--- config.mk ---
export PLATFORM = sky130hd
export DESIGN_NAME = spi_master
export DESIGN_NICKNAME = d
export VERILOG_FILES = /design/src/rtl/spi_master.sv
export SDC_FILE = /design/constraint.sdc
export NUM_CORES = 1
export LEC_CHECK = 0
export BUFFER_PORTS_ARGS = -buffer_cell sky130_fd_sc_hd__buf_2
export CORE_ASPECT_RATIO = 0.9
export CORE_UTILIZATION = 35
export DETAILED_ROUTE_END_ITERATION = 16
export PLACE_DENSITY_LB_ADDON = 0.08
export SETUP_SLACK_MARGIN = 0.02
export SLEW_MARGIN = 20
export SYNTH_ARGS = -nofsm -noshare
export SYNTH_HDL_FRONTEND = slang
export SYNTH_SLANG_ARGS = --single-unit
--- constraint.sdc ---
create_clock -name i_Clk -period 3.5 [get_ports i_Clk]
set_input_delay 0.35 -clock i_Clk [delete_from_list [all_inputs] [get_ports i_Clk]]
set_output_delay 0.35 -clock i_Clk [all_outputs]
set_load 0.005 [all_outputs]
--- src/rtl/spi_master.sv ---
// Byte-oriented SPI master: shifts one byte MSb-first per handshake in any SPI mode,
// with optional CS_n hold between bytes for multi-byte transactions.
//
// state  | meaning
// IDLE   | CS_n high, ready for a new transaction
// SETUP  | CS_n low, one half-bit before the first SCK edge
// XFER   | issuing 16 SCK edges, one per half-bit
// WAIT   | CS_n held low between bytes, ready for the next byte or a release
// CS_END | SCK idle, CS_n still low for the trailing half-bit
// GAP    | CS_n high, minimum inactive time before the next transaction
module spi_master #(
  parameter int SPI_MODE          = 0,
  parameter int CLKS_PER_HALF_BIT = 2,
  parameter int CS_INACTIVE_CLKS  = 1
) (
  input  logic       i_Clk,
  input  logic       i_Rst,
  input  logic       i_TX_DV,
  input  logic [7:0] i_TX_Byte,
  input  logic       i_TX_Hold,
  input  logic       i_CS_Release,
  output logic       o_TX_Ready,
  output logic       o_RX_DV,
  output logic [7:0] o_RX_Byte,
  output logic       o_SPI_Clk,
  input  logic       i_SPI_MISO,
  output logic       o_SPI_MOSI,
  output logic       o_SPI_CS_n
);

  localparam logic CPOL = ((SPI_MODE / 2) % 2) == 1;
  localparam logic CPHA = (SPI_MODE % 2) == 1;

  localparam int HW = $clog2(CLKS_PER_HALF_BIT);
  localparam int GW = $clog2(CS_INACTIVE_CLKS + 1);

  localparam logic [HW-1:0] HALF_LOAD = HW'(CLKS_PER_HALF_BIT - 1);
  // CS_END is entered one cycle after the last edge (or the release), so it runs one short
  localparam logic [HW-1:0] END_LOAD  = HW'(CLKS_PER_HALF_BIT - 2);
  localparam logic [GW-1:0] GAP_LOAD  = GW'(CS_INACTIVE_CLKS - 1);
  localparam logic [4:0]    LAST_EDGE = 5'd16;

  typedef enum logic [2:0] {
    IDLE   = 3'd0,
    SETUP  = 3'd1,
    XFER   = 3'd2,
    WAIT   = 3'd3,
    CS_END = 3'd4,
    GAP    = 3'd5
  } state_t;

  state_t        r_state;
  logic [HW-1:0] r_half_cnt;
  logic [4:0]    r_edge_cnt;
  logic [GW-1:0] r_gap_cnt;
  logic [7:0]    r_tx_shift;
  logic [7:0]    r_rx_shift;
  logic          r_hold;

  logic w_leading;
  logic w_sample;
  logic w_drive;

  // Classify the edge about to be issued: odd edge numbers are leading edges
  assign w_leading = ~r_edge_cnt[0];
  assign w_sample  = w_leading ^ CPHA;
  assign w_drive   = CPHA ? w_leading : (~w_leading && (r_edge_cnt != 5'd15));

  always_ff @(posedge i_Clk) begin
    if (i_Rst) begin
      r_state    <= IDLE;
      o_TX_Ready <= 1'b0;
      o_RX_DV    <= 1'b0;
      o_RX_Byte  <= 8'h00;
      o_SPI_Clk  <= CPOL;
      o_SPI_MOSI <= 1'b0;
      o_SPI_CS_n <= 1'b1;
      r_half_cnt <= '0;
      r_edge_cnt <= '0;
      r_gap_cnt  <= '0;
      r_tx_shift <= 8'h00;
      r_rx_shift <= 8'h00;
      r_hold     <= 1'b0;
    end else begin
      o_RX_DV <= 1'b0;

      case (r_state)
        IDLE, WAIT: begin
          o_TX_Ready <= 1'b1;
          if (i_TX_DV && o_TX_Ready) begin
            r_state    <= SETUP;
            o_TX_Ready <= 1'b0;
            o_SPI_CS_n <= 1'b0;
            r_half_cnt <= HALF_LOAD;
            r_edge_cnt <= '0;
            r_hold     <= i_TX_Hold;
            // CPHA=0 must present bit7 before the first edge; CPHA=1 drives it on edge 1
            if (CPHA) begin
              r_tx_shift <= i_TX_Byte;
            end else begin
              o_SPI_MOSI <= i_TX_Byte[7];
              r_tx_shift <= {i_TX_Byte[6:0], 1'b0};
            end
          end else if ((r_state == WAIT) && i_CS_Release) begin
            r_state    <= CS_END;
            o_TX_Ready <= 1'b0;
            r_half_cnt <= END_LOAD;
          end
        end

        SETUP, XFER: begin
          if (r_edge_cnt == LAST_EDGE) begin
            o_RX_DV   <= 1'b1;
            o_RX_Byte <= r_rx_shift;
            if (r_hold) begin
              r_state    <= WAIT;
              o_TX_Ready <= 1'b1;
            end else begin
              r_state    <= CS_END;
              r_half_cnt <= END_LOAD;
            end
          end else if (r_half_cnt == '0) begin
            r_state    <= XFER;
            r_half_cnt <= HALF_LOAD;
            r_edge_cnt <= r_edge_cnt + 5'd1;
            o_SPI_Clk  <= ~o_SPI_Clk;
            if (w_sample) begin
              r_rx_shift <= {r_rx_shift[6:0], i_SPI_MISO};
            end
            if (w_drive) begin
              o_SPI_MOSI <= r_tx_shift[7];
              r_tx_shift <= {r_tx_shift[6:0], 1'b0};
            end
          end else begin
            r_half_cnt <= r_half_cnt - HW'(1);
          end
        end

        CS_END: begin
          if (r_half_cnt == '0) begin
            r_state    <= GAP;
            o_SPI_CS_n <= 1'b1;
            r_gap_cnt  <= GAP_LOAD;
          end else begin
            r_half_cnt <= r_half_cnt - HW'(1);
          end
        end

        GAP: begin
          if (r_gap_cnt == '0) begin
            r_state    <= IDLE;
            o_TX_Ready <= 1'b1;
          end else begin
            r_gap_cnt <= r_gap_cnt - GW'(1);
          end
        end

        default: begin
          r_state    <= IDLE;
          o_SPI_CS_n <= 1'b1;
          o_SPI_Clk  <= CPOL;
        end
      endcase
    end
  end

endmodule

# Word level (Yosys, flattened, before mapping)
# Cells that the tools add are included.
dict set report classes {
  n_bitwise 7
  n_addsub 3
  n_reduce_logical 24
  n_eq_ne 18
  mux 45
}
# operator n
set ops {}
lappend ops {{$mux W8} 4}
lappend ops {{$mux W1} 22}
lappend ops {{$mux W3} 7}
lappend ops {{$ne A2 B2 Y1 const B} 8}
lappend ops {{$pmux W8 S2} 1}
lappend ops {{$reduce_and A4 Y1} 4}
lappend ops {{$mux W5} 3}
lappend ops {{$pmux W3 S4} 1}
lappend ops {{$pmux W5 S2} 1}
lappend ops {{$ne A3 B3 Y1 const B} 3}
lappend ops {{$pmux W1 S3} 3}
lappend ops {{$reduce_and A3 Y1} 3}
lappend ops {{$not A1 Y1} 7}
lappend ops {{$eq A3 B2 Y1 const B} 2}
lappend ops {{$eq A3 B3 Y1 const B} 2}
lappend ops {{$pmux W1 S2} 3}
lappend ops {{$reduce_and A2 Y1} 3}
lappend ops {{$reduce_bool A3 Y1} 2}
lappend ops {{$reduce_or A2 Y1} 3}
lappend ops {{$add A5 B1 Y5 const B} 1}
lappend ops {{$eq A5 B5 Y1 const B} 1}
lappend ops {{$ne A5 B4 Y1 const B} 1}
lappend ops {{$reduce_and A5 Y1} 1}
lappend ops {{$reduce_bool A2 Y1} 2}
lappend ops {{6 further kinds} 9}
dict set report totals {
  input_bits 14
  ff_bits 40
}

# Depth between registers and ports, before layout
dict set report logic_depth {
  depth_word 6
  depth_mapped 9
}

# Worst setup path before layout
# No wires, ideal clock.
dict set report synth_timing {
  path_type {register -> register}
  from {register r_edge_cnt[0]}
  to {register o_SPI_MOSI}
  setup_slack_ps 1399
  setup_ps 88
  stages_incl_launch_ff 10
  synth_period_minus_slack_ps 2101
  arrival_ps 2013
  n_path_buf 1
  path_cell_list {dfxtp_1 ha_1 and3_1 ha_1 nand2b_1 or4_4 a21oi_4 buf_6 nor2_2 a311oi_2}
}
dict set report synth_via {
  elab_chain_len 4
  elab_cells_between_ends 6
  classes_between {eq/ne (4); reduce/logical (2)}
}
# element line_no
set synth_lines {}
lappend synth_lines {{from (decl)} 54} ;# logic [4:0] r_edge_cnt;
lappend synth_lines {{from (signal assigned)} 125} ;# r_edge_cnt <= r_edge_cnt + 5'd1;
lappend synth_lines {{$ne A5 B4 Y1} 67} ;# assign w_drive = CPHA ? w_leading : (~w_leading && (r_edge_cnt != 5'd15));
lappend synth_lines {{$logic_and A1 B1 Y1} 67}
lappend synth_lines {{$ne A2 B2 Y1 (no line)} n/a}
lappend synth_lines {{$reduce_and A5 Y1 (no line) *} n/a}
lappend synth_lines {{to (signal assigned)} 101} ;# o_SPI_MOSI <= i_TX_Byte[7];
lappend synth_lines {{to (signal assigned)} 131} ;# o_SPI_MOSI <= r_tx_shift[7];
lappend synth_lines {{to (decl)} 27} ;# output logic o_SPI_MOSI,
# Every way passes the cells marked *; elsewhere a longest branch is shown, timed or not.
# A chain may end at the register's enable or synchronous reset.

# Worst setup path after layout
dict set report layout_timing {
  from {register r_edge_cnt[0]}
  to {register r_edge_cnt[1]}
}
dict set report layout_via {
  elab_chain_len 4
  elab_cells_between_ends 7
  classes_between {add/sub (1); eq/ne (2); mux (3); reduce/logical (1)}
}
# element line_no
set layout_lines {}
lappend layout_lines {{$add A5 B1 Y5} 125}
lappend layout_lines {{$mux W5} 122} ;# end else if (r_half_cnt == '0) begin
lappend layout_lines {{$mux W5} 112} ;# if (r_edge_cnt == LAST_EDGE) begin
lappend layout_lines {{$pmux W5 S2} 87} ;# case (r_state)
# Several ways; a longest one is shown, not always the timed one. The select of a mux whose other input is x is not followed.

==> report_table.html <==
<table>
<tr><th>Metric</th><th>Value</th></tr>
<tr><th colspan="2">Run status</th></tr>
<tr><td>Run status</td><td>finished, final reports clean</td></tr>
<tr><th colspan="2">Place</th></tr>
<tr><td>Placed Instances</td><td>between 300 and 400</td></tr>
<tr><td>Pre-CTS setup slack</td><td>1.03 ns</td></tr>
<tr><td>Buffers on Ports</td><td>26</td></tr>
<tr><td>Final weighted congestion of routability-driven global placement</td><td>about 0.76</td></tr>
<tr><td>Detailed placement HPWL</td><td>approximately 2700 um</td></tr>
<tr><th colspan="2">Yosys</th></tr>
<tr><td>Primary FF master, synth</td><td>sky130_fd_sc_hd__dfxtp_1</td></tr>
<tr><td>Avg Synthesized Cell Area</td><td>roughly 8.1 um^2</td></tr>
<tr><td>Cell with the most instances after synthesis</td><td>sky130_fd_sc_hd__nand2_1</td></tr>
<tr><td>Portion of the post-synthesis area used by sequential elements</td><td>0.407</td></tr>
<tr><td>Synthesized netlist net count</td><td>around 250</td></tr>
<tr><td>Mapped cell area</td><td>about 0.0019 mm^2</td></tr>
<tr><td>Share of cell area taken by muxes after synthesis</td><td>0.0596</td></tr>
<tr><td>Cell types occupying the most area after synthesis</td><td>sky130_fd_sc_hd__dfxtp_1 (41%), sky130_fd_sc_hd__nand2_1 (8.2%), sky130_fd_sc_hd__nor2_1 (6.0%)</td></tr>
<tr><td>Yosys cell types</td><td>50</td></tr>
<tr><td>Proportion of register bits with asynchronous set or reset after synthesis</td><td>0</td></tr>
<tr><td>Adder-cell area share of the yosys netlist</td><td>0.0201</td></tr>
<tr><td>XOR/XNOR share of the synthesized area</td><td>0.00469</td></tr>
<tr><td>Proportion of netlist area held by the largest area contributor</td><td>0.407</td></tr>
<tr><td>Count of flip-flops with a built-in enable after synthesis</td><td>0</td></tr>
<tr><td>Number of instances in the synthesized netlist</td><td>roughly 230</td></tr>
<tr><td>Area fraction in compound gates after synthesis</td><td>0.206</td></tr>
<tr><td>Top cells by instance count after synthesis</td><td>sky130_fd_sc_hd__nand2_1 (41), sky130_fd_sc_hd__dfxtp_1 (38), sky130_fd_sc_hd__nor2_1 (30)</td></tr>
<tr><td>Largest family of logic cells by synthesized area</td><td>simple AND/OR/NAND/NOR gates</td></tr>
<tr><td>Yosys warning total</td><td>0</td></tr>
<tr><td>Fraction of the mapped netlist area in simple logic gates</td><td>0.255</td></tr>
<tr><td>Register bit total from synthesis</td><td>38</td></tr>
<tr><td>Cell taking the most area after synthesis</td><td>sky130_fd_sc_hd__dfxtp_1</td></tr>
<tr><th colspan="2">GRT</th></tr>
<tr><td>Number of antenna violations at the first check in global routing</td><td>0</td></tr>
<tr><td>Via count of the first global-routing pass</td><td>around 1500</td></tr>
<tr><td>Pin count of the biggest net entering global routing</td><td>38</td></tr>
<tr><td>Remaining Overflow, GRT</td><td>0</td></tr>
<tr><td>Total routing usage reported by global routing</td><td>0.158</td></tr>
<tr><td>First-pass GRT wire length</td><td>6930 um</td></tr>
<tr><th colspan="2">Layout</th></tr>
<tr><td>Final instance count without filler cells</td><td>about 320</td></tr>
<tr><td>Combined area of the multi-input logic cells</td><td>about 0.0010 mm^2</td></tr>
<tr><td>Total number of nets in the final design</td><td>about 270</td></tr>
<tr><td>Area grow syn2layout</td><td>15.7%</td></tr>
<tr><td>Fraction of layout cells with a size suffix above 1</td><td>0.179</td></tr>
<tr><td>Fillers</td><td>~540</td></tr>
<tr><td>Count of antenna diodes in the layout</td><td>0</td></tr>
<tr><td>Sequential cell area in the final layout</td><td>~760 um^2</td></tr>
<tr><th colspan="2">Clocking</th></tr>
<tr><td>TritonCTS clock tree</td><td>yes</td></tr>
<tr><td>Number of clock sinks seen by CTS</td><td>38</td></tr>
<tr><td>Number of buffers created by CTS</td><td>5</td></tr>
<tr><td>Clk slew on worst S/H paths</td><td>0.08 ns</td></tr>
<tr><td>Total of hold buffers inserted after clock tree synthesis</td><td>0</td></tr>
<tr><td>CTS Root Buffer Type</td><td>sky130_fd_sc_hd__clkbuf_8</td></tr>
<tr><td>Post-CTS sizing</td><td>0</td></tr>
<tr><td>Clk buf depth</td><td>2</td></tr>
<tr><td>Worst-Skew Late Latency</td><td>0.29 ns</td></tr>
<tr><td>Maximum level of the CTS H-tree</td><td>2</td></tr>
<tr><td>Buffers inserted by post-CTS timing repair</td><td>0</td></tr>
<tr><th colspan="2">Worst setup path</th></tr>
<tr><td>Largest stage delay on the critical path</td><td>0.83 ns</td></tr>
<tr><td>WS Path Type</td><td>reg -&gt; reg</td></tr>
<tr><td>Worst EP arrival</td><td>2.73 ns</td></tr>
<tr><td>Worst path slowest cell</td><td>sky130_fd_sc_hd__nor4bb_1</td></tr>
<tr><td>Required time of the critical path</td><td>3.72 ns</td></tr>
<tr><td>Crit-path cells</td><td>inv_1 -&gt; ha_1 -&gt; nor4bb_1 -&gt; nor4_1 -&gt; o221ai_2 -&gt; mux2_2 -&gt; nor2_1</td></tr>
<tr><td>Top fanout value on the critical path</td><td>9</td></tr>
<tr><td>Kind of launch point of the worst setup path</td><td>flip-flop</td></tr>
<tr><td>Critical path capture point type</td><td>flip-flop</td></tr>
<tr><th colspan="2">Detailed routing</th></tr>
<tr><td>Number of search-and-repair iterations in the first detailed-routing pass</td><td>4</td></tr>
<tr><td>DRC violation count after routing</td><td>0</td></tr>
<tr><td>Routed length per instance</td><td>roughly 13 um</td></tr>
<tr><td>Detailed Route Iter0 Violations</td><td>106</td></tr>
<tr><td>Number of nets with antenna violations after detailed routing</td><td>0</td></tr>
<tr><td>Post-detailed-route via-to-cell ratio</td><td>5.18</td></tr>
<tr><td>WL final</td><td>about 4000 um</td></tr>
<tr><td>Vias</td><td>1641</td></tr>
<tr><th colspan="2">Die</th></tr>
<tr><td>Placeable core region</td><td>around 0.005 mm^2</td></tr>
<tr><td>Number of primary I/O pins</td><td>27</td></tr>
<tr><td>Width of the die</td><td>79.0 um</td></tr>
<tr><td>Die Height</td><td>roughly 70 um</td></tr>
<tr><td>Starting utilization of the core area</td><td>0.375</td></tr>
<tr><td>Total number of placement rows</td><td>24</td></tr>
<tr><td>Die area</td><td>~0.0056 mm^2</td></tr>
<tr><th colspan="2">Timing</th></tr>
<tr><td>Number of pins exceeding their max-slew limit in the final report</td><td>0</td></tr>
<tr><td>Count of endpoints failing setup in the final report</td><td>0</td></tr>
<tr><td>Setup repair after global routing missed its margin</td><td>no</td></tr>
<tr><td>Tightest Pin Transition</td><td>roughly 1.0 ns</td></tr>
<tr><td>Post-layout minimum cycle time</td><td>2.51 ns</td></tr>
<tr><td>Count of endpoints failing hold in the final timing report</td><td>0</td></tr>
<tr><td>Final clock period utilization by the worst path</td><td>0.716</td></tr>
<tr><td>Clock Skews</td><td>0.00797 ns</td></tr>
<tr><td>Min setup slack post-route</td><td>about 0.99 ns</td></tr>
<tr><td>Max transition margin</td><td>0.297</td></tr>
<tr><td>Total Negative Setup Slacks</td><td>0 ns</td></tr>
<tr><td>FMAX</td><td>approximately 400 MHz</td></tr>
<tr><th colspan="2">Power</th></tr>
<tr><td>Leakage power figure</td><td>0.863 nW</td></tr>
<tr><td>Peak supply drop</td><td>around 310 uV</td></tr>
<tr><td>Power per unit of standard cell area</td><td>about 740 mW/mm^2</td></tr>
<tr><th colspan="2">Flow run</th></tr>
<tr><td>Count of max-cap constraint violations</td><td>0</td></tr>
<tr><th colspan="2">Worst hold path</th></tr>
<tr><td>HP Class</td><td>in -&gt; reg</td></tr>
</table>
[placed cells by master, fill, tap and decap left out, drive strengths merged, types with 3 or more instances in the layout]
cell and instances:
nand2 41, dfxtp 38, nor2 31, buf 28, a21oi 20, mux2i 10
o21ai 10, nand2b 7, a311oi 6, inv 5, clkbuf 5, nor3 4
nor2b 4, nand3 4, or3 3, ha 3
[routing by layer]
layer  part of all wire  global-route usage  routed length [um]
met4              0.010              0.0606                  41
met1               0.52               0.209                2100
met5                  0                   0                   0
met3              0.030              0.0420                 122
met2               0.44               0.244                1770
[through the flow]
stage / hold WS, ns / total power (W) / util / instance area [um^2]
floorplan: 0.432 / 0.00104 / - / 1870
global placement: 0.443 / 0.00116 / 0.406 / 2020
detailed placement: 0.445 / 0.00116 / 0.406 / 2020
CTS: 0.286 / 0.00162 / 0.433 / 2160
global route: 0.297 / 0.00171 / 0.433 / 2160
finish: 0.290 / 0.00160 / 0.433 / 2160
[area by class of cell]
| type | count | share of cell area |
|---|---|---|
| clock buffer | 5 | 0.0318 |
| inverter | 5 | 0.00869 |
| sequential | 38 | 0.352 |
| tap | 65 | 0.0376 |
| timing repair buffer | 28 | 0.0672 |
| clock inverter | 3 | 0.0318 |
| multi-input combinational | 173 | 0.471 |
[kinds of logic (layout without fill, tap and decap cells)]
logic type	count (synthesis)	after routing
xor gates and xnor gates	1	1
AOI/OAI and AO/OA	55	55
DFF	38	38
muxes	11	11
and+or+nand+nor	103	103
buffers and inverters	20	41
adders and majority gates	3	3
[power by group]
group          internal (W)  switching, W
sequential         0.000504     0.0000984
clock              0.000286      0.000166
combinational      0.000234      0.000312
total               0.00102      0.000576
[worst paths after layout]
| check | from | to | slack (ns) | cells after the start |
|---|---|---|---|---|
| worst max-delay path | r_edge_cnt[0] | r_edge_cnt[1] | 0.99 | 7 |
| worst min-delay path | i_TX_Byte[0] | r_tx_shift[1] | 0.29 | 3 |
| worst max register to register | r_edge_cnt[0] | r_edge_cnt[1] | 0.99 | 7 |
| worst min register to register | o_RX_Byte[7] | o_RX_Byte[7] | 0.45 | 2 |
[state kept, by name, indices dropped and copies added, names as in the netlist]
signal      cells
r_hold          1
o_SPI_CS_n      1
r_rx_shift      8
o_RX_Byte       8
o_RX_DV         1
r_tx_shift      7
o_TX_Ready      1
r_edge_cnt      5
o_SPI_Clk       1
r_half_cnt      1
r_state         3
o_SPI_MOSI      1
[worst max-delay path: cells and delay by family, from the launching register on]
kind / cells / cell delay (ns)
adder cells (fa/ha/maj): 1 / 0.16
flip-flops: 1 / 0.35
multiplexers: 1 / 0.38
AO/OA/AOI/OAI: 1 / 0.38
buffers and inverters: 1 / 0.09
AND/OR/NAND/NOR: 3 / 1.09
Power figures use the tool's default switching activity.
